### config.mk
export PLATFORM = sky130hd
export DESIGN_NAME = uart_echo_fifo
export DESIGN_NICKNAME = d
export VERILOG_FILES = /design/src/rtl/uart_echo_fifo.sv
export SDC_FILE = /design/constraint.sdc
export NUM_CORES = 1
export LEC_CHECK = 0
export BUFFER_PORTS_ARGS = -buffer_cell sky130_fd_sc_hd__buf_2
export CORE_ASPECT_RATIO = 0.8
export CORE_UTILIZATION = 30
export CTS_BUF_LIST = sky130_fd_sc_hd__clkbuf_16
export DETAILED_ROUTE_END_ITERATION = 16
export GPL_TIMING_DRIVEN = 0
export PLACE_DENSITY = 0.4
export SETUP_SLACK_MARGIN = 0.1
export SLEW_MARGIN = 25
export SYNTH_ARGS = -nofsm -noshare
export SYNTH_HDL_FRONTEND = slang
export SYNTH_SLANG_ARGS = --single-unit
export TNS_END_PERCENT = 20
### constraint.sdc
create_clock -name clk -period 8.5 [get_ports clk]
set_input_delay 1.275 -clock clk [delete_from_list [all_inputs] [get_ports clk]]
set_output_delay 1.275 -clock clk [all_outputs]
set_load 0.05 [all_outputs]
### src/rtl/uart_echo_fifo.sv
// UART receiver feeding a FIFO that is echoed back out of a UART transmitter.
// RX never stalls; bytes that arrive while the FIFO is full are dropped and flagged.
module uart_echo_fifo #(
  parameter int CLK_HZ     = 12000000,
  parameter int BAUD       = 9600,
  parameter int DATA_BITS  = 8,
  parameter int PARITY     = 0,
  parameter int FIFO_DEPTH = 16
) (
  input  logic                          clk,
  input  logic                          rst,
  input  logic                          rx,
  output logic                          tx,
  input  logic                          echo_en,
  input  logic                          clear_err,
  output logic [$clog2(FIFO_DEPTH):0]   fifo_count,
  output logic                          tx_busy,
  output logic                          overrun,
  output logic                          frame_err,
  output logic                          parity_err
);

  localparam int DIV_CALC = (CLK_HZ + BAUD * 8) / (BAUD * 16);
  localparam int DIV      = (DIV_CALC < 1) ? 1 : DIV_CALC;
  localparam int DW       = (DIV > 1) ? $clog2(DIV) : 1;
  localparam int AW       = $clog2(FIFO_DEPTH);
  localparam int BW       = $clog2(DATA_BITS);

  typedef enum logic [2:0] {
    ST_IDLE,
    ST_START,
    ST_DATA,
    ST_PARITY,
    ST_STOP
  } state_e;

  logic [DW-1:0] divCnt_q;
  logic          tick;

  assign tick = (divCnt_q == DW'(DIV - 1));

  always_ff @(posedge clk) begin
    if (rst) begin
      divCnt_q <= '0;
    end else if (tick) begin
      divCnt_q <= '0;
    end else begin
      divCnt_q <= divCnt_q + DW'(1);
    end
  end

  // rxPrev_q lets IDLE see a genuine high-to-low transition on the synchronized line
  logic rxMeta_q, rxSync_q, rxPrev_q;

  always_ff @(posedge clk) begin
    if (rst) begin
      rxMeta_q <= 1'b1;
      rxSync_q <= 1'b1;
      rxPrev_q <= 1'b1;
    end else begin
      rxMeta_q <= rx;
      rxSync_q <= rxMeta_q;
      rxPrev_q <= rxSync_q;
    end
  end

  state_e                 rxState_q;
  logic [3:0]             rxTick_q;
  logic [BW-1:0]          rxBit_q;
  logic [DATA_BITS-1:0]   rxShift_q;
  logic                   rxPar_q;
  logic                   rxSample;
  logic                   rxParExp;
  logic                   rxPush;
  logic                   rxFrameErr;
  logic                   rxParityErr;

  assign rxSample = tick && (rxTick_q == 4'd15);
  assign rxParExp = (PARITY == 2) ? ~(^rxShift_q) : (^rxShift_q);

  always_comb begin
    rxPush      = 1'b0;
    rxFrameErr  = 1'b0;
    rxParityErr = 1'b0;
    if (rxState_q == ST_STOP && rxSample) begin
      if (!rxSync_q) begin
        rxFrameErr = 1'b1;
      end else if ((PARITY != 0) && (rxPar_q != rxParExp)) begin
        rxParityErr = 1'b1;
      end else begin
        rxPush = 1'b1;
      end
    end
  end

  always_ff @(posedge clk) begin
    if (rst) begin
      rxState_q <= ST_IDLE;
      rxTick_q  <= '0;
      rxBit_q   <= '0;
      rxShift_q <= '0;
      rxPar_q   <= 1'b0;
    end else begin
      case (rxState_q)
        ST_IDLE: begin
          if (rxPrev_q && !rxSync_q) begin
            rxState_q <= ST_START;
            rxTick_q  <= '0;
          end
        end
        ST_START: begin
          if (tick) begin
            if (rxTick_q == 4'd7) begin
              rxTick_q  <= '0;
              rxBit_q   <= '0;
              rxState_q <= rxSync_q ? ST_IDLE : ST_DATA;
            end else begin
              rxTick_q <= rxTick_q + 4'd1;
            end
          end
        end
        ST_DATA: begin
          if (tick) begin
            rxTick_q <= rxTick_q + 4'd1;
            if (rxTick_q == 4'd15) begin
              rxShift_q <= {rxSync_q, rxShift_q[DATA_BITS-1:1]};
              if (rxBit_q == BW'(DATA_BITS - 1)) begin
                rxState_q <= (PARITY != 0) ? ST_PARITY : ST_STOP;
              end else begin
                rxBit_q <= rxBit_q + BW'(1);
              end
            end
          end
        end
        ST_PARITY: begin
          if (tick) begin
            rxTick_q <= rxTick_q + 4'd1;
            if (rxTick_q == 4'd15) begin
              rxPar_q   <= rxSync_q;
              rxState_q <= ST_STOP;
            end
          end
        end
        ST_STOP: begin
          if (tick) begin
            rxTick_q <= rxTick_q + 4'd1;
            if (rxTick_q == 4'd15) begin
              rxState_q <= ST_IDLE;
            end
          end
        end
        default: rxState_q <= ST_IDLE;
      endcase
    end
  end

  logic [DATA_BITS-1:0] mem [FIFO_DEPTH];
  logic [AW-1:0]        wrPtr_q, rdPtr_q;
  logic [AW:0]          count_q;
  logic                 txPop;
  logic                 pushOk;
  state_e               txState_q;

  assign txPop  = (txState_q == ST_IDLE) && echo_en && (count_q != '0);
  // A pop in the same cycle frees the slot, so a full FIFO can still take the byte
  assign pushOk = rxPush && ((count_q < (AW + 1)'(FIFO_DEPTH)) || txPop);

  always_ff @(posedge clk) begin
    if (pushOk) begin
      mem[wrPtr_q] <= rxShift_q;
    end
  end

  always_ff @(posedge clk) begin
    if (rst) begin
      wrPtr_q <= '0;
      rdPtr_q <= '0;
      count_q <= '0;
    end else begin
      if (pushOk) begin
        wrPtr_q <= wrPtr_q + AW'(1);
      end
      if (txPop) begin
        rdPtr_q <= rdPtr_q + AW'(1);
      end
      case ({pushOk, txPop})
        2'b10:   count_q <= count_q + (AW + 1)'(1);
        2'b01:   count_q <= count_q - (AW + 1)'(1);
        default: count_q <= count_q;
      endcase
    end
  end

  // Sticky flags: a new error event in the clearing cycle wins over clear_err
  logic overrun_q, frameErr_q, parityErr_q;

  always_ff @(posedge clk) begin
    if (rst) begin
      overrun_q   <= 1'b0;
      frameErr_q  <= 1'b0;
      parityErr_q <= 1'b0;
    end else begin
      overrun_q   <= (overrun_q & ~clear_err) | (rxPush & ~pushOk);
      frameErr_q  <= (frameErr_q & ~clear_err) | rxFrameErr;
      parityErr_q <= (parityErr_q & ~clear_err) | rxParityErr;
    end
  end

  logic [3:0]           txTick_q;
  logic [BW-1:0]        txBit_q;
  logic [DATA_BITS-1:0] txShift_q;
  logic                 txPar_q;
  logic                 tx_q;
  logic [DATA_BITS-1:0] txHead;
  logic                 txHeadPar;

  assign txHead    = mem[rdPtr_q];
  assign txHeadPar = (PARITY == 2) ? ~(^txHead) : (^txHead);

  always_ff @(posedge clk) begin
    if (rst) begin
      txState_q <= ST_IDLE;
      txTick_q  <= '0;
      txBit_q   <= '0;
      txShift_q <= '0;
      txPar_q   <= 1'b0;
      tx_q      <= 1'b1;
    end else begin
      case (txState_q)
        ST_IDLE: begin
          tx_q <= 1'b1;
          if (txPop) begin
            txShift_q <= txHead;
            txPar_q   <= txHeadPar;
            txTick_q  <= '0;
            txState_q <= ST_START;
            tx_q      <= 1'b0;
          end
        end
        ST_START: begin
          if (tick) begin
            txTick_q <= txTick_q + 4'd1;
            if (txTick_q == 4'd15) begin
              txBit_q   <= '0;
              tx_q      <= txShift_q[0];
              txState_q <= ST_DATA;
            end
          end
        end
        ST_DATA: begin
          if (tick) begin
            txTick_q <= txTick_q + 4'd1;
            if (txTick_q == 4'd15) begin
              if (txBit_q == BW'(DATA_BITS - 1)) begin
                if (PARITY != 0) begin
                  tx_q      <= txPar_q;
                  txState_q <= ST_PARITY;
                end else begin
                  tx_q      <= 1'b1;
                  txState_q <= ST_STOP;
                end
              end else begin
                txBit_q   <= txBit_q + BW'(1);
                txShift_q <= txShift_q >> 1;
                tx_q      <= txShift_q[1];
              end
            end
          end
        end
        ST_PARITY: begin
          if (tick) begin
            txTick_q <= txTick_q + 4'd1;
            if (txTick_q == 4'd15) begin
              tx_q      <= 1'b1;
              txState_q <= ST_STOP;
            end
          end
        end
        ST_STOP: begin
          if (tick) begin
            txTick_q <= txTick_q + 4'd1;
            if (txTick_q == 4'd15) begin
              txState_q <= ST_IDLE;
            end
          end
        end
        default: begin
          txState_q <= ST_IDLE;
          tx_q      <= 1'b1;
        end
      endcase
    end
  end

  assign tx         = tx_q;
  assign tx_busy    = (txState_q != ST_IDLE);
  assign fifo_count = count_q;
  assign overrun    = overrun_q;
  assign frame_err  = frameErr_q;
  assign parity_err = parityErr_q;

endmodule

==> results of run 1 <==
[state kept, by name (all words and copies together) (netlist names), named ones only]
signal / cells
rxPrev_q: 1
rxSync_q: 1
divCnt_q: 7
tx: 1
parity_err: 1
txShift_q: 8
wrPtr_q: 4
rxShift_q: 8
txTick_q: 4
rxState_q: 3
txBit_q: 3
mem: 128
overrun: 1
rxMeta_q: 1
fifo_count: 5
txState_q: 3
rdPtr_q: 4
rxBit_q: 3
frame_err: 1
rxTick_q: 4
[metal layers]
layer	global-route usage	vias to the layer above	wire [um]
li1	-	2432	-
met1	0.216	2527	10300
met2	0.217	89	8490
met3	0.0310	10	628
met4	0.0337	0	136
met5	0	-	0
[final cells by class]
| cell class | instances | share of cell area |
|---|---|---|
| sequential | 195 | 0.552 |
| multi-input combinational | 388 | 0.312 |
| tap | 357 | 0.0475 |
| clock buffer | 17 | 0.0453 |
| buffer | 32 | 0.0153 |
| clock inverter | 15 | 0.0152 |
| timing repair buffer | 16 | 0.00905 |
| inverter | 11 | 0.00439 |
[logic make-up (layout without fill, tap and decap cells)]
kind of cell,count (synthesis),count (layout),synth area share
and+or+nand+nor,199,199,0.122
DFF,195,195,0.626
AOI/OAI and AO/OA,84,84,0.0709
muxes,68,68,0.111
buffers and inverters,43,91,0.0224
xor gates and xnor gates,20,20,0.0212
adders and majority gates,17,17,0.0257
[path summary, 6_finish.rpt]
| path | start | end | slack (ns) | depth (start not counted) |
|---|---|---|---|---|
| worst max-delay path | echo_en | fifo_count[4]$_SDFFE_PP0P_ | 4.54 | 15 |
| worst min-delay path | rxMeta_q$_SDFF_PP1_ | rxSync_q$_SDFF_PP1_ | 0.41 | 1 |
| worst min register to register | rxMeta_q$_SDFF_PP1_ | rxSync_q$_SDFF_PP1_ | 0.41 | 1 |
| worst max register to register | txState_q[1]$_SDFFE_PP0P_ | fifo_count[4]$_SDFFE_PP0P_ | 4.91 | 15 |
[synthesized netlist by cell type, types with 9 or more instances]
cell and instances:
sky130_fd_sc_hd__a21oi_1 19, sky130_fd_sc_hd__clkbuf_1 20, sky130_fd_sc_hd__dfxtp_1 67, sky130_fd_sc_hd__edfxtp_1 128, sky130_fd_sc_hd__ha_1 17, sky130_fd_sc_hd__inv_1 9, sky130_fd_sc_hd__mux2_2 12, sky130_fd_sc_hd__mux2i_1 38
sky130_fd_sc_hd__mux4_2 18, sky130_fd_sc_hd__nand2_1 35, sky130_fd_sc_hd__nand2b_1 11, sky130_fd_sc_hd__nand4_1 12, sky130_fd_sc_hd__nor2_1 71, sky130_fd_sc_hd__nor3_1 20, sky130_fd_sc_hd__o211ai_1 9, sky130_fd_sc_hd__xor2_1 12
[power groups by stage]
| stage | Clock (uW) | Combinational [uW] | Sequential [uW] |
|---|---|---|---|
| floorplan | 0 | 11.7 | 1020 |
| global placement | 0 | 19.1 | 1020 |
| detailed placement | 0 | 19.3 | 1020 |
| CTS | 799 | 19.3 | 1000 |
| global route | 835 | 21.2 | 1000 |
| finish | 774 | 18.8 | 1000 |
[worst register-to-register path, stage by stage (launching register included)]
cell and delay, ns:
sky130_fd_sc_hd__dfxtp_1 0.30, sky130_fd_sc_hd__clkbuf_1 0.21, sky130_fd_sc_hd__nor4b_1 0.54, sky130_fd_sc_hd__nand2b_1 0.26, sky130_fd_sc_hd__and2_1 0.16, sky130_fd_sc_hd__buf_6 0.12
sky130_fd_sc_hd__inv_2 0.06, sky130_fd_sc_hd__ha_1 0.19, sky130_fd_sc_hd__clkbuf_1 0.20, sky130_fd_sc_hd__xor2_1 0.18, sky130_fd_sc_hd__ha_1 0.22, sky130_fd_sc_hd__a21o_1 0.19
sky130_fd_sc_hd__o21ai_0 0.19, sky130_fd_sc_hd__nand3b_1 0.10, sky130_fd_sc_hd__a31oi_1 0.21, sky130_fd_sc_hd__mux2_2 0.35
[through the flow]
stage               cell area [sq um]  total power (uW)   util  hold WS (ns)
floorplan                        8280              1030      -         0.389
global placement                 8790              1040  0.330         0.399
detailed placement               8830              1040  0.331         0.407
CTS                              9400              1820  0.353         0.424
global route                     9400              1860  0.353         0.446
finish                           9400              1790  0.353         0.415
==> load_flow_metrics.sql, run 1 <==
INSERT INTO impl_metrics (metric_group, metric, value, unit) VALUES
('outcome', 'run_status', 'finished clean', ''),
('global_route', 'antenna_found_initial', '0', ''),
('cells_and_area', 'multiInputGateArea', '2930', 'sq um'),
('route', 'drtAntennaViolNets', '0', ''),
('clock_tree', 'clk-insertion-delay-late', '0.43', 'ns'),
('floorplan', 'placement_row_count', '53', ''),
('power', 'power.ir.vdd_worst', '0.133', 'mV'),
('place', 'dp_hpwl', '14.1', 'mm'),
('floorplan', 'die_width', '188', 'um'),
('cells_and_area', 'layout_common_cells', '128 x sky130_fd_sc_hd__edfxtp_1, 70 x sky130_fd_sc_hd__nor2_1, 67 x sky130_fd_sc_hd__dfxtp_1', ''),
('synth', 'prevailing_post_synth_register_cell', 'sky130_fd_sc_hd__edfxtp_1', ''),
('clock_tree', 'cts.reportedPaths.clkPinSlew', '0.07', 'ns'),
('power', 'power.net_switching', '360', 'uW'),
('route', 'detail_route.wirelength', '19.6', 'mm'),
('synth', 'ys_ff_latch', '195', ''),
('clock_tree', 'clockRootBuffer', 'sky130_fd_sc_hd__clkbuf_16', ''),
('cells_and_area', 'num_antenna_cells', '0', ''),
('route', 'initialDrtViolationCount', '247', ''),
('timing', 'max-slew-margin-rel', '0.308', ''),
('setup_path', 'crit_path_end_kind', 'flip-flop', ''),
('route', 'wl_per_cell', '19.0', 'um'),
('place', 'placement.setup.worst_slack', '4.05', 'ns'),
('clock_tree', 'clock_sink_total', '195', ''),
('min_path', 'min-delay-path-class', 'reg -> reg', ''),
('route', 'remaining_drc_errors', '0', ''),
('timing', 'final.setup_skew', '0.0131', 'ns'),
('timing', 'final_critical_path_setup_slack', '4.54', 'ns'),
('power', 'clock_power_share', '0.431', ''),
('cells_and_area', 'sequential_cell_area', '5180', 'sq um'),
('setup_path', 'crit_fanout', '8', ''),
('floorplan', 'floorplan.initialDensity', '0.311', ''),
('global_route', 'via_count_of_the_first_global_routing_pass', '4957', ''),
('timing', 'finalHoldViolCount', '0', ''),
('clock_tree', 'htreeDepth', '4', ''),
('power', 'p_sw_frac', '0.201', ''),
('power', 'seqPwrFrac', '0.558', ''),
('synth', 'yosysTopAreaCellShare', '0.464', ''),
('setup_path', 'endpoint_required_time_on_the_critical_path', '8.82', 'ns'),
('synth', 'postSynthAreaPerCell', '13.2', 'sq um'),
('floorplan', 'die-area', '28300', 'sq um'),
('synth', 'yosysUniqueCellTypes', '63', ''),
('clock_tree', 'cts_tree', 'done', ''),
('timing', 'slew_violations', '0', ''),
('global_route', 'grt_start_max_net_pins', '19', ''),
('clock_tree', 'cts-buffers-inserted', '17', ''),
('power', 'p_per_area', '191', 'nW/um^2'),
('place', 'gp_congestion', '0.827', ''),
('place', 'io_buffers', '14', ''),
('route', 'via_count', '5058', ''),
('timing', 'worst_slew_pin_slew', '1.03', 'ns'),
('synth', 'synthesis.instances', '626', ''),
('route', 'first_pass_iters', '5', ''),
('synth', 'synth.largest_area_cell', 'sky130_fd_sc_hd__edfxtp_1', ''),
('cells_and_area', 'mostFrequentLayoutCell', 'sky130_fd_sc_hd__edfxtp_1', ''),
('power', 'power_leakage', '0.00307', 'uW'),
('route', 'route.detailed.vias_per_inst', '4.91', ''),
('cells_and_area', 'final_cell_count_no_fill', '1031', ''),
('setup_path', 'critical_path_buf_inv_count', '4', ''),
('synth', 'ys_top_cells_by_area', 'sky130_fd_sc_hd__edfxtp_1 46%, sky130_fd_sc_hd__dfxtp_1 16%, sky130_fd_sc_hd__mux4_2 4.9%, sky130_fd_sc_hd__mux2i_1 4.6%, sky130_fd_sc_hd__nor2_1 3.2%', ''),
('synth', 'synthesis.yosys.warnings', '0', ''),
('synth', 'async_sr_flop_fraction', '0', ''),
('clock_tree', 'cts_resized', '0', ''),
('synth', 'synth_edf_count', '128', ''),
('clock_tree', 'cts.path.max_buffers', '2', ''),
('setup_path', 'path_common_cell', 'sky130_fd_sc_hd__ha_1', ''),
('floorplan', 'io_pins', '15', ''),
('place', 'placedCellCount', '999', ''),
('cells_and_area', 'area_growth', '13.6', '%'),
('floorplan', 'placeableCoreArea', '26700', 'sq um'),
('floorplan', 'die_height', '151', 'um'),
('cells_and_area', 'drive_gt1_frac', '0.153', '');
Note: power is estimated with default switching activity, not from simulation.
==> run 2: changes to the inputs <==
--- a/config.mk
+++ b/config.mk
@@ -11,7 +11,7 @@
 export CTS_BUF_LIST = sky130_fd_sc_hd__clkbuf_16
 export DETAILED_ROUTE_END_ITERATION = 16
 export GPL_TIMING_DRIVEN = 0
-export PLACE_DENSITY = 0.4
+export PLACE_DENSITY = 0.42
 export SETUP_SLACK_MARGIN = 0.1
 export SLEW_MARGIN = 25
 export SYNTH_ARGS = -nofsm -noshare
==> constraint.sdc (replaced) <==
create_clock -name clk -period 3.6 [get_ports clk]
set_input_delay 0.54 -clock clk [delete_from_list [all_inputs] [get_ports clk]]
set_output_delay 0.54 -clock clk [all_outputs]
set_load 0.05 [all_outputs]
==> load_flow_metrics.sql, run 2 (synthesis gave the netlist of run 1 again) <==
INSERT INTO impl_metrics (metric_group, metric, value, unit) VALUES
('cells_and_area', 'num_antenna_cells', '0', ''),
('clock_tree', 'cts.reportedPaths.clkPinSlew', '0.07', 'ns'),
('timing', 'timing.final.crit_share', '0.912', ''),
('cells_and_area', 'area_growth', '14.8', '%'),
('min_path', 'timing.hold.worst.start', 'clear_err', ''),
('outcome', 'run_status', 'finished clean', ''),
('timing', 'worst_slew_pin_slew', '0.975', 'ns'),
('setup_path', 'timing_worst_setup_path_type', 'reg -> reg', ''),
('place', 'dp_hpwl', '14.2', 'mm'),
('power', 'p_per_area', '441', 'nW/um^2'),
('timing', 'setup_viol', '0', ''),
('setup_path', 'path_common_cell', 'sky130_fd_sc_hd__buf_6', ''),
('global_route', 'first_pass_grt_wire_length', '30.7', 'mm'),
('setup_path', 'crit_fanout', '8', ''),
('cells_and_area', 'final_nets', '693', ''),
('route', 'route.detailed.vias_per_inst', '4.93', ''),
('timing', 'max_freq', '304', 'MHz'),
('place', 'placement.setup.worst_slack', '-0.235', 'ns'),
('run', 'maxCapViolations', '0', ''),
('power', 'report.power.total', '4190', 'uW'),
('floorplan', 'placement_row_count', '53', ''),
('min_path', 'worst_hold_path_depth', '2', ''),
('power', 'p_sw_frac', '0.219', ''),
('power', 'seqPwrFrac', '0.564', ''),
('route', 'initialDrtViolationCount', '417', ''),
('route', 'first_pass_iters', '5', ''),
('min_path', 'hold_end', 'parity_err$_SDFF_PP0_', ''),
('setup_path', 'setup.reg_to_reg.worst_slack', '0.32', 'ns'),
('place', 'gp_congestion', '0.844', ''),
('floorplan', 'placeableCoreArea', '26700', 'sq um'),
('cells_and_area', 'mostFrequentLayoutCell', 'sky130_fd_sc_hd__edfxtp_1', ''),
('clock_tree', 'cts.hold.buffers_added', '0', ''),
('timing', 'grt_setup_unrepaired', 'no', ''),
('setup_path', 'crit_path_end_kind', 'flip-flop', ''),
('min_path', 'min-delay-path-class', 'in -> reg', ''),
('route', 'remaining_drc_errors', '0', ''),
('setup_path', 'endpoint_required_time_on_the_critical_path', '3.94', 'ns'),
('place', 'io_buffers', '14', ''),
('setup_path', 'crit-reg2reg-launch', 'rxState_q[1]$_SDFFE_PP0P_', ''),
('floorplan', 'io_pins', '15', ''),
('setup_path', 'worstReg2RegEnd', 'fifo_count[4]$_SDFFE_PP0P_', ''),
('power', 'clock_power_share', '0.426', ''),
('floorplan', 'floorplan.initialDensity', '0.311', ''),
('global_route', 'grt_start_max_net_pins', '19', ''),
('timing', 'final.setup_skew', '0.0109', 'ns'),
('setup_path', 'launching_element_type_of_the_critical_path', 'flip-flop', ''),
('cells_and_area', 'layout_common_cells', '128 x sky130_fd_sc_hd__edfxtp_1, 70 x sky130_fd_sc_hd__nor2_1, 65 x sky130_fd_sc_hd__dfxtp_1', ''),
('setup_path', 'cpPeakStageDelay', '0.40', 'ns'),
('power', 'power.combinational.fraction', '0.011', ''),
('cells_and_area', 'largest_register_ff_count', '128', ''),
('clock_tree', 'cts.path.max_buffers', '2', ''),
('place', 'place_area', '8840', 'sq um'),
('power', 'power.net_switching', '920', 'uW'),
('setup_path', 'cp_data_arrival_time', '3.62', 'ns'),
('global_route', 'global_route.overflow_total', '0', ''),
('route', 'via_count', '5125', ''),
('setup_path', 'chain_of_cells_forming_the_critical_path', 'buf_6 -> or3b_4 -> nor4_4 -> and2_1 -> buf_6 -> inv_2 -> ha_1 -> buf_4 -> xor2_1 -> ha_2 -> a21o_1 -> o21ai_1 -> nand3b_1 -> a31oi_2 -> mux2_2', ''),
('route', 'drtAntennaViolNets', '0', ''),
('cells_and_area', 'postLayoutCoreUtil', '0.357', ''),
('global_route', 'antenna_found_initial', '0', ''),
('cells_and_area', 'final_design_area_no_fill', '9510', 'sq um'),
('timing', 'max-slew-margin-rel', '0.348', ''),
('power', 'power_leakage', '0.00311', 'uW'),
('clock_tree', 'clockRootBuffer', 'sky130_fd_sc_hd__clkbuf_16', ''),
('global_route', 'total_global_routing_track_utilization', '0.148', ''),
('clock_tree', 'clk-insertion-delay-late', '0.44', 'ns'),
('floorplan', 'die_height', '151', 'um'),
('setup_path', 'cpLargestDelayFamily', 'simple AND/OR/NAND/NOR gates', ''),
('global_route', 'via_count_of_the_first_global_routing_pass', '5089', ''),
('floorplan', 'die_width', '188', 'um'),
('floorplan', 'die-area', '28300', 'sq um'),
('clock_tree', 'clock_sink_total', '195', ''),
('clock_tree', 'cts_tree', 'done', ''),
('route', 'detail_route.wirelength', '19.7', 'mm'),
('cells_and_area', 'top_register', 'mem', ''),
('power', 'power.ir.vdd_worst', '0.344', 'mV'),
('power', 'power.internal', '3270', 'uW'),
('route', 'wl_per_cell', '18.9', 'um'),
('clock_tree', 'htreeDepth', '4', ''),
('timing', 'finalHoldViolCount', '0', ''),
('setup_path', 'critPathSlowestCell', 'sky130_fd_sc_hd__or3b_4', ''),
('timing', 'fin_crit', '3.28', 'ns'),
('setup_path', 'reg2reg_depth', '15', ''),
('clock_tree', 'cts-buffers-inserted', '17', ''),
('cells_and_area', 'layout_top_registers', 'mem x128, rxShift_q x8, txShift_q x8', ''),
('timing', 'final_critical_path_setup_slack', '0.315', 'ns'),
('setup_path', 'critical_path_buf_inv_count', '4', ''),
('cells_and_area', 'drive_gt1_frac', '0.180', ''),
('timing', 'slew_violations', '0', '');
run 2: changes by cell type in the layout (fill, tap and decap cells not counted), sizes merged:
| cell | previous run | this run |
|---|---|---|
| clkbuf | 37 | 36 |
| inv | 13 | 16 |
| bufinv | 2 | 0 |
| clkinvlp | 5 | 4 |
| clkinv | 6 | 5 |
| buf | 28 | 39 |
run 2: repair_timing:
item,4_1_cts,5_1_grt
pin swaps,1,5
buffers inserted,1,8
endpoints found under the setup margin,1,2
gates resized for setup,3,15
run 2: cell type report:
class                   instances  area, sq um
repair buffers                 26          160
multi-input cells             388         2970
inverters                      11         41.3
clock inverters                14          125
plain buffers                  32          154
fillers                      2607        17200
flip-flops and latches        195         5190
clock buffers                  17          425
well taps                     357          447
run 2: worst max path at each step:
| stage | from | end | slack, ns | depth (start not counted) |
|---|---|---|---|---|
| after floorplan | fifo_count[2]$_SDFFE_PP0P_ | fifo_count[4]$_SDFFE_PP0P_ | 0.33 | 12 |
| after global placement | echo_en | fifo_count[4]$_SDFFE_PP0P_ | -0.20 | 13 |
| after detailed placement | echo_en | fifo_count[4]$_SDFFE_PP0P_ | -0.24 | 13 |
| after CTS | divCnt_q[0]$_SDFF_PP0_ | fifo_count[4]$_SDFFE_PP0P_ | 0.11 | 16 |
| after global routing | divCnt_q[1]$_SDFF_PP0_ | fifo_count[4]$_SDFFE_PP0P_ | 0.11 | 17 |
| final | rxState_q[1]$_SDFFE_PP0P_ | fifo_count[4]$_SDFFE_PP0P_ | 0.32 | 15 |
run 2: power by group through the flow:
stage | combinational (uW) | clock, uW | sequential, uW
6_report | 45.6 | 1790 | 2360
5_1_grt | 52.4 | 1920 | 2360
4_1_cts | 45.9 | 1830 | 2360
3_5_place_dp | 45.2 | 0 | 2410
3_3_place_gp | 44.6 | 0 | 2410
2_1_floorplan | 27.5 | 0 | 2410
run 2: per-stage QoR:
| step | TNS (ns) | hold WS, ns | instances |
|---|---|---|---|
| 6_report | 0 | 0.261 | 1040 |
| 5_1_grt | 0 | 0.255 | 1040 |
| 4_1_cts | 0 | 0.240 | 1032 |
| 3_5_place_dp | -0.235 | 0.402 | 1000 |
| 3_3_place_gp | -0.198 | 0.395 | 997 |
| 2_1_floorplan | 0 | 0.389 | 626 |
run 2: routing by layer:
layer,global-route usage,vias up,share of wire
met2,0.218,75,0.43
li1,-,2452,-
met5,0,-,0
met3,0.0273,19,0.034
met4,0.0423,0,0.012
met1,0.219,2579,0.52
==> run 3: changes to the inputs <==
--- a/config.mk
+++ b/config.mk
@@ -11,7 +11,7 @@
 export CTS_BUF_LIST = sky130_fd_sc_hd__clkbuf_16
 export DETAILED_ROUTE_END_ITERATION = 16
 export GPL_TIMING_DRIVEN = 0
-export PLACE_DENSITY = 0.42
+export PLACE_DENSITY = 0.45
 export SETUP_SLACK_MARGIN = 0.1
 export SLEW_MARGIN = 25
 export SYNTH_ARGS = -nofsm -noshare
==> load_flow_metrics.sql, run 3 (synthesis gave the netlist of run 1 again) <==
INSERT INTO impl_metrics (metric_group, metric, value, unit) VALUES
('outcome', 'run_status', 'finished clean', ''),
('timing', 'finalHoldViolCount', '0', ''),
('timing', 'worst_slew_pin_slew', '0.994', 'ns'),
('cells_and_area', 'final_nets', '686', ''),
('cells_and_area', 'area_growth', '14.7', '%'),
('power', 'power.net_switching', '935', 'uW'),
('timing', 'final.setup_skew', '0.0179', 'ns'),
('route', 'via_count', '5157', ''),
('setup_path', 'crit_path_end_kind', 'flip-flop', ''),
('timing', 'max_freq', '303', 'MHz'),
('power', 'p_per_area', '453', 'nW/um^2'),
('setup_path', 'launching_element_type_of_the_critical_path', 'flip-flop', ''),
('setup_path', 'endpoint_required_time_on_the_critical_path', '3.94', 'ns'),
('setup_path', 'timing_worst_setup_path_type', 'reg -> reg', ''),
('cells_and_area', 'num_antenna_cells', '0', ''),
('global_route', 'first_pass_grt_wire_length', '29.5', 'mm'),
('power', 'power.internal', '3360', 'uW'),
('route', 'drtAntennaViolNets', '0', ''),
('power', 'power.ir.vdd_worst', '0.320', 'mV'),
('global_route', 'antenna_found_initial', '0', ''),
('place', 'gp_congestion', '0.846', ''),
('cells_and_area', 'num-fill-cells', '2609', ''),
('timing', 'timing.hold.ws', '0.262', 'ns'),
('timing', 'timing.final.crit_share', '0.917', ''),
('floorplan', 'placement_row_count', '53', ''),
('cells_and_area', 'largest_register_ff_count', '128', ''),
('place', 'place_area', '8840', 'sq um'),
('clock_tree', 'cts.reportedPaths.clkPinSlew', '0.08', 'ns'),
('route', 'detail_route.wirelength', '19.4', 'mm'),
('cells_and_area', 'layout_common_cells', '128 x sky130_fd_sc_hd__edfxtp_1, 71 x sky130_fd_sc_hd__nor2_1, 63 x sky130_fd_sc_hd__dfxtp_1', ''),
('setup_path', 'crit_fanout', '11', ''),
('power', 'p_sw_frac', '0.218', ''),
('global_route', 'grt_start_max_net_pins', '20', ''),
('cells_and_area', 'top_register', 'mem', ''),
('run', 'maxCapViolations', '0', ''),
('floorplan', 'die_height', '151', 'um'),
('clock_tree', 'htreeDepth', '4', ''),
('cells_and_area', 'final_design_area_no_fill', '9490', 'sq um'),
('place', 'dp_hpwl', '13.6', 'mm'),
('route', 'route.detailed.vias_per_inst', '4.99', ''),
('route', 'first_pass_iters', '7', ''),
('floorplan', 'die_width', '188', 'um'),
('power', 'clock_power_share', '0.439', ''),
('timing', 'slew_violations', '0', ''),
('timing', 'grt_setup_unrepaired', 'no', ''),
('global_route', 'via_count_of_the_first_global_routing_pass', '4997', ''),
('timing', 'setup_viol', '0', ''),
('floorplan', 'io_pins', '15', ''),
('clock_tree', 'cts.hold.buffers_added', '0', ''),
('route', 'wl_per_cell', '18.8', 'um'),
('clock_tree', 'clock_sink_total', '195', ''),
('clock_tree', 'clk-insertion-delay-late', '0.44', 'ns'),
('power', 'seqPwrFrac', '0.550', ''),
('min_path', 'min-delay-path-class', 'in -> reg', ''),
('global_route', 'global_route.overflow_total', '0', ''),
('power', 'power_leakage', '0.00311', 'uW'),
('route', 'remaining_drc_errors', '0', ''),
('floorplan', 'floorplan.initialDensity', '0.311', ''),
('clock_tree', 'clockRootBuffer', 'sky130_fd_sc_hd__clkbuf_16', ''),
('floorplan', 'placeableCoreArea', '26700', 'sq um'),
('place', 'io_buffers', '14', ''),
('cells_and_area', 'drive_gt1_frac', '0.173', ''),
('clock_tree', 'cts.path.max_buffers', '2', ''),
('timing', 'max-slew-margin-rel', '0.335', ''),
('route', 'initialDrtViolationCount', '349', ''),
('setup_path', 'cp_data_arrival_time', '3.64', 'ns'),
('clock_tree', 'cts_tree', 'done', ''),
('cells_and_area', 'mostFrequentLayoutCell', 'sky130_fd_sc_hd__edfxtp_1', ''),
('cells_and_area', 'layout_top_registers', 'mem x128, rxShift_q x8, txShift_q x8', ''),
('clock_tree', 'cts-buffers-inserted', '17', ''),
('timing', 'fin_crit', '3.30', 'ns'),
('global_route', 'total_global_routing_track_utilization', '0.143', ''),
('power', 'power.combinational.fraction', '0.011', ''),
('floorplan', 'die-area', '28300', 'sq um');
## run 3: repair_timing
action | in CTS | in global routing
buffers inserted | 1 | 1
endpoints found under the hold margin | 0 | 0
resized for setup | 2 | 16
endpoints found under the setup margin | 1 | 2
pin swaps | 1 | 3
## run 3: final timing paths
path	startpoint	to	slack (ns)	depth (start not counted)
setup / recovery	fifo_count[2]$_SDFFE_PP0P_	fifo_count[4]$_SDFFE_PP0P_	0.30	12
hold / removal	clear_err	parity_err$_SDFF_PP0_	0.26	2
setup reg to reg	fifo_count[2]$_SDFFE_PP0P_	fifo_count[4]$_SDFFE_PP0P_	0.30	12
hold reg to reg	rxMeta_q$_SDFF_PP1_	rxSync_q$_SDFF_PP1_	0.42	1
## run 3: worst max-delay path, stage by stage (launching register included)
cell and delay, ns:
sky130_fd_sc_hd__dfxtp_1 0.38, sky130_fd_sc_hd__or4_4 0.60, sky130_fd_sc_hd__o21ai_4 0.28, sky130_fd_sc_hd__inv_2 0.19, sky130_fd_sc_hd__ha_1 0.26, sky130_fd_sc_hd__clkbuf_4 0.18, sky130_fd_sc_hd__xor2_1 0.15, sky130_fd_sc_hd__ha_2 0.19
sky130_fd_sc_hd__a21o_1 0.17, sky130_fd_sc_hd__o21ai_1 0.12, sky130_fd_sc_hd__nand3b_1 0.10, sky130_fd_sc_hd__a31oi_2 0.22, sky130_fd_sc_hd__mux2_2 0.35
## run 3: through the flow
step	power, uW	worst slack, ns	util	setup TNS [ns]	std cells
final	4300	0.298	0.356	0	1034
after global routing	4450	0.118	0.356	0	1034
after global placement	2460	-0.107	0.330	-0.107	997
after floorplan	2440	0.331	-	0	626
after CTS	4360	0.107	0.354	0	1033
after detailed placement	2460	-0.0434	0.332	-0.0434	1000
## run 3: layout make-up
type / count / area, sq um / share of cell area
well taps: 357 / 447 / 0.0471
clock buffers: 17 / 425 / 0.0448
inverters: 11 / 41.3 / 0.00435
clock inverters: 15 / 160 / 0.0169
plain buffers: 32 / 150 / 0.0158
repair buffers: 19 / 108 / 0.0113
flip-flops and latches: 195 / 5190 / 0.547
multi-input cells: 388 / 2970 / 0.313
## run 3: power by group through the flow
stage / Clock [uW] / Sequential [uW] / Combinational, uW
5_1_grt: 2040 / 2360 / 51.4
6_report: 1890 / 2360 / 45.7
3_5_place_dp: 0 / 2410 / 45.0
3_3_place_gp: 0 / 2410 / 43.3
4_1_cts: 1950 / 2360 / 45.6
2_1_floorplan: 0 / 2410 / 27.5
## run 3: routing by layer
layer  wire length (um)  GRT usage  vias to the layer above  share of wire
met2               8440      0.210                      132           0.44
met1               9940      0.211                     2567           0.51
met3                801     0.0282                       24          0.041
li1                   -          -                     2434              -
met4                207     0.0423                        0          0.011
met5                  0          0                        -              0
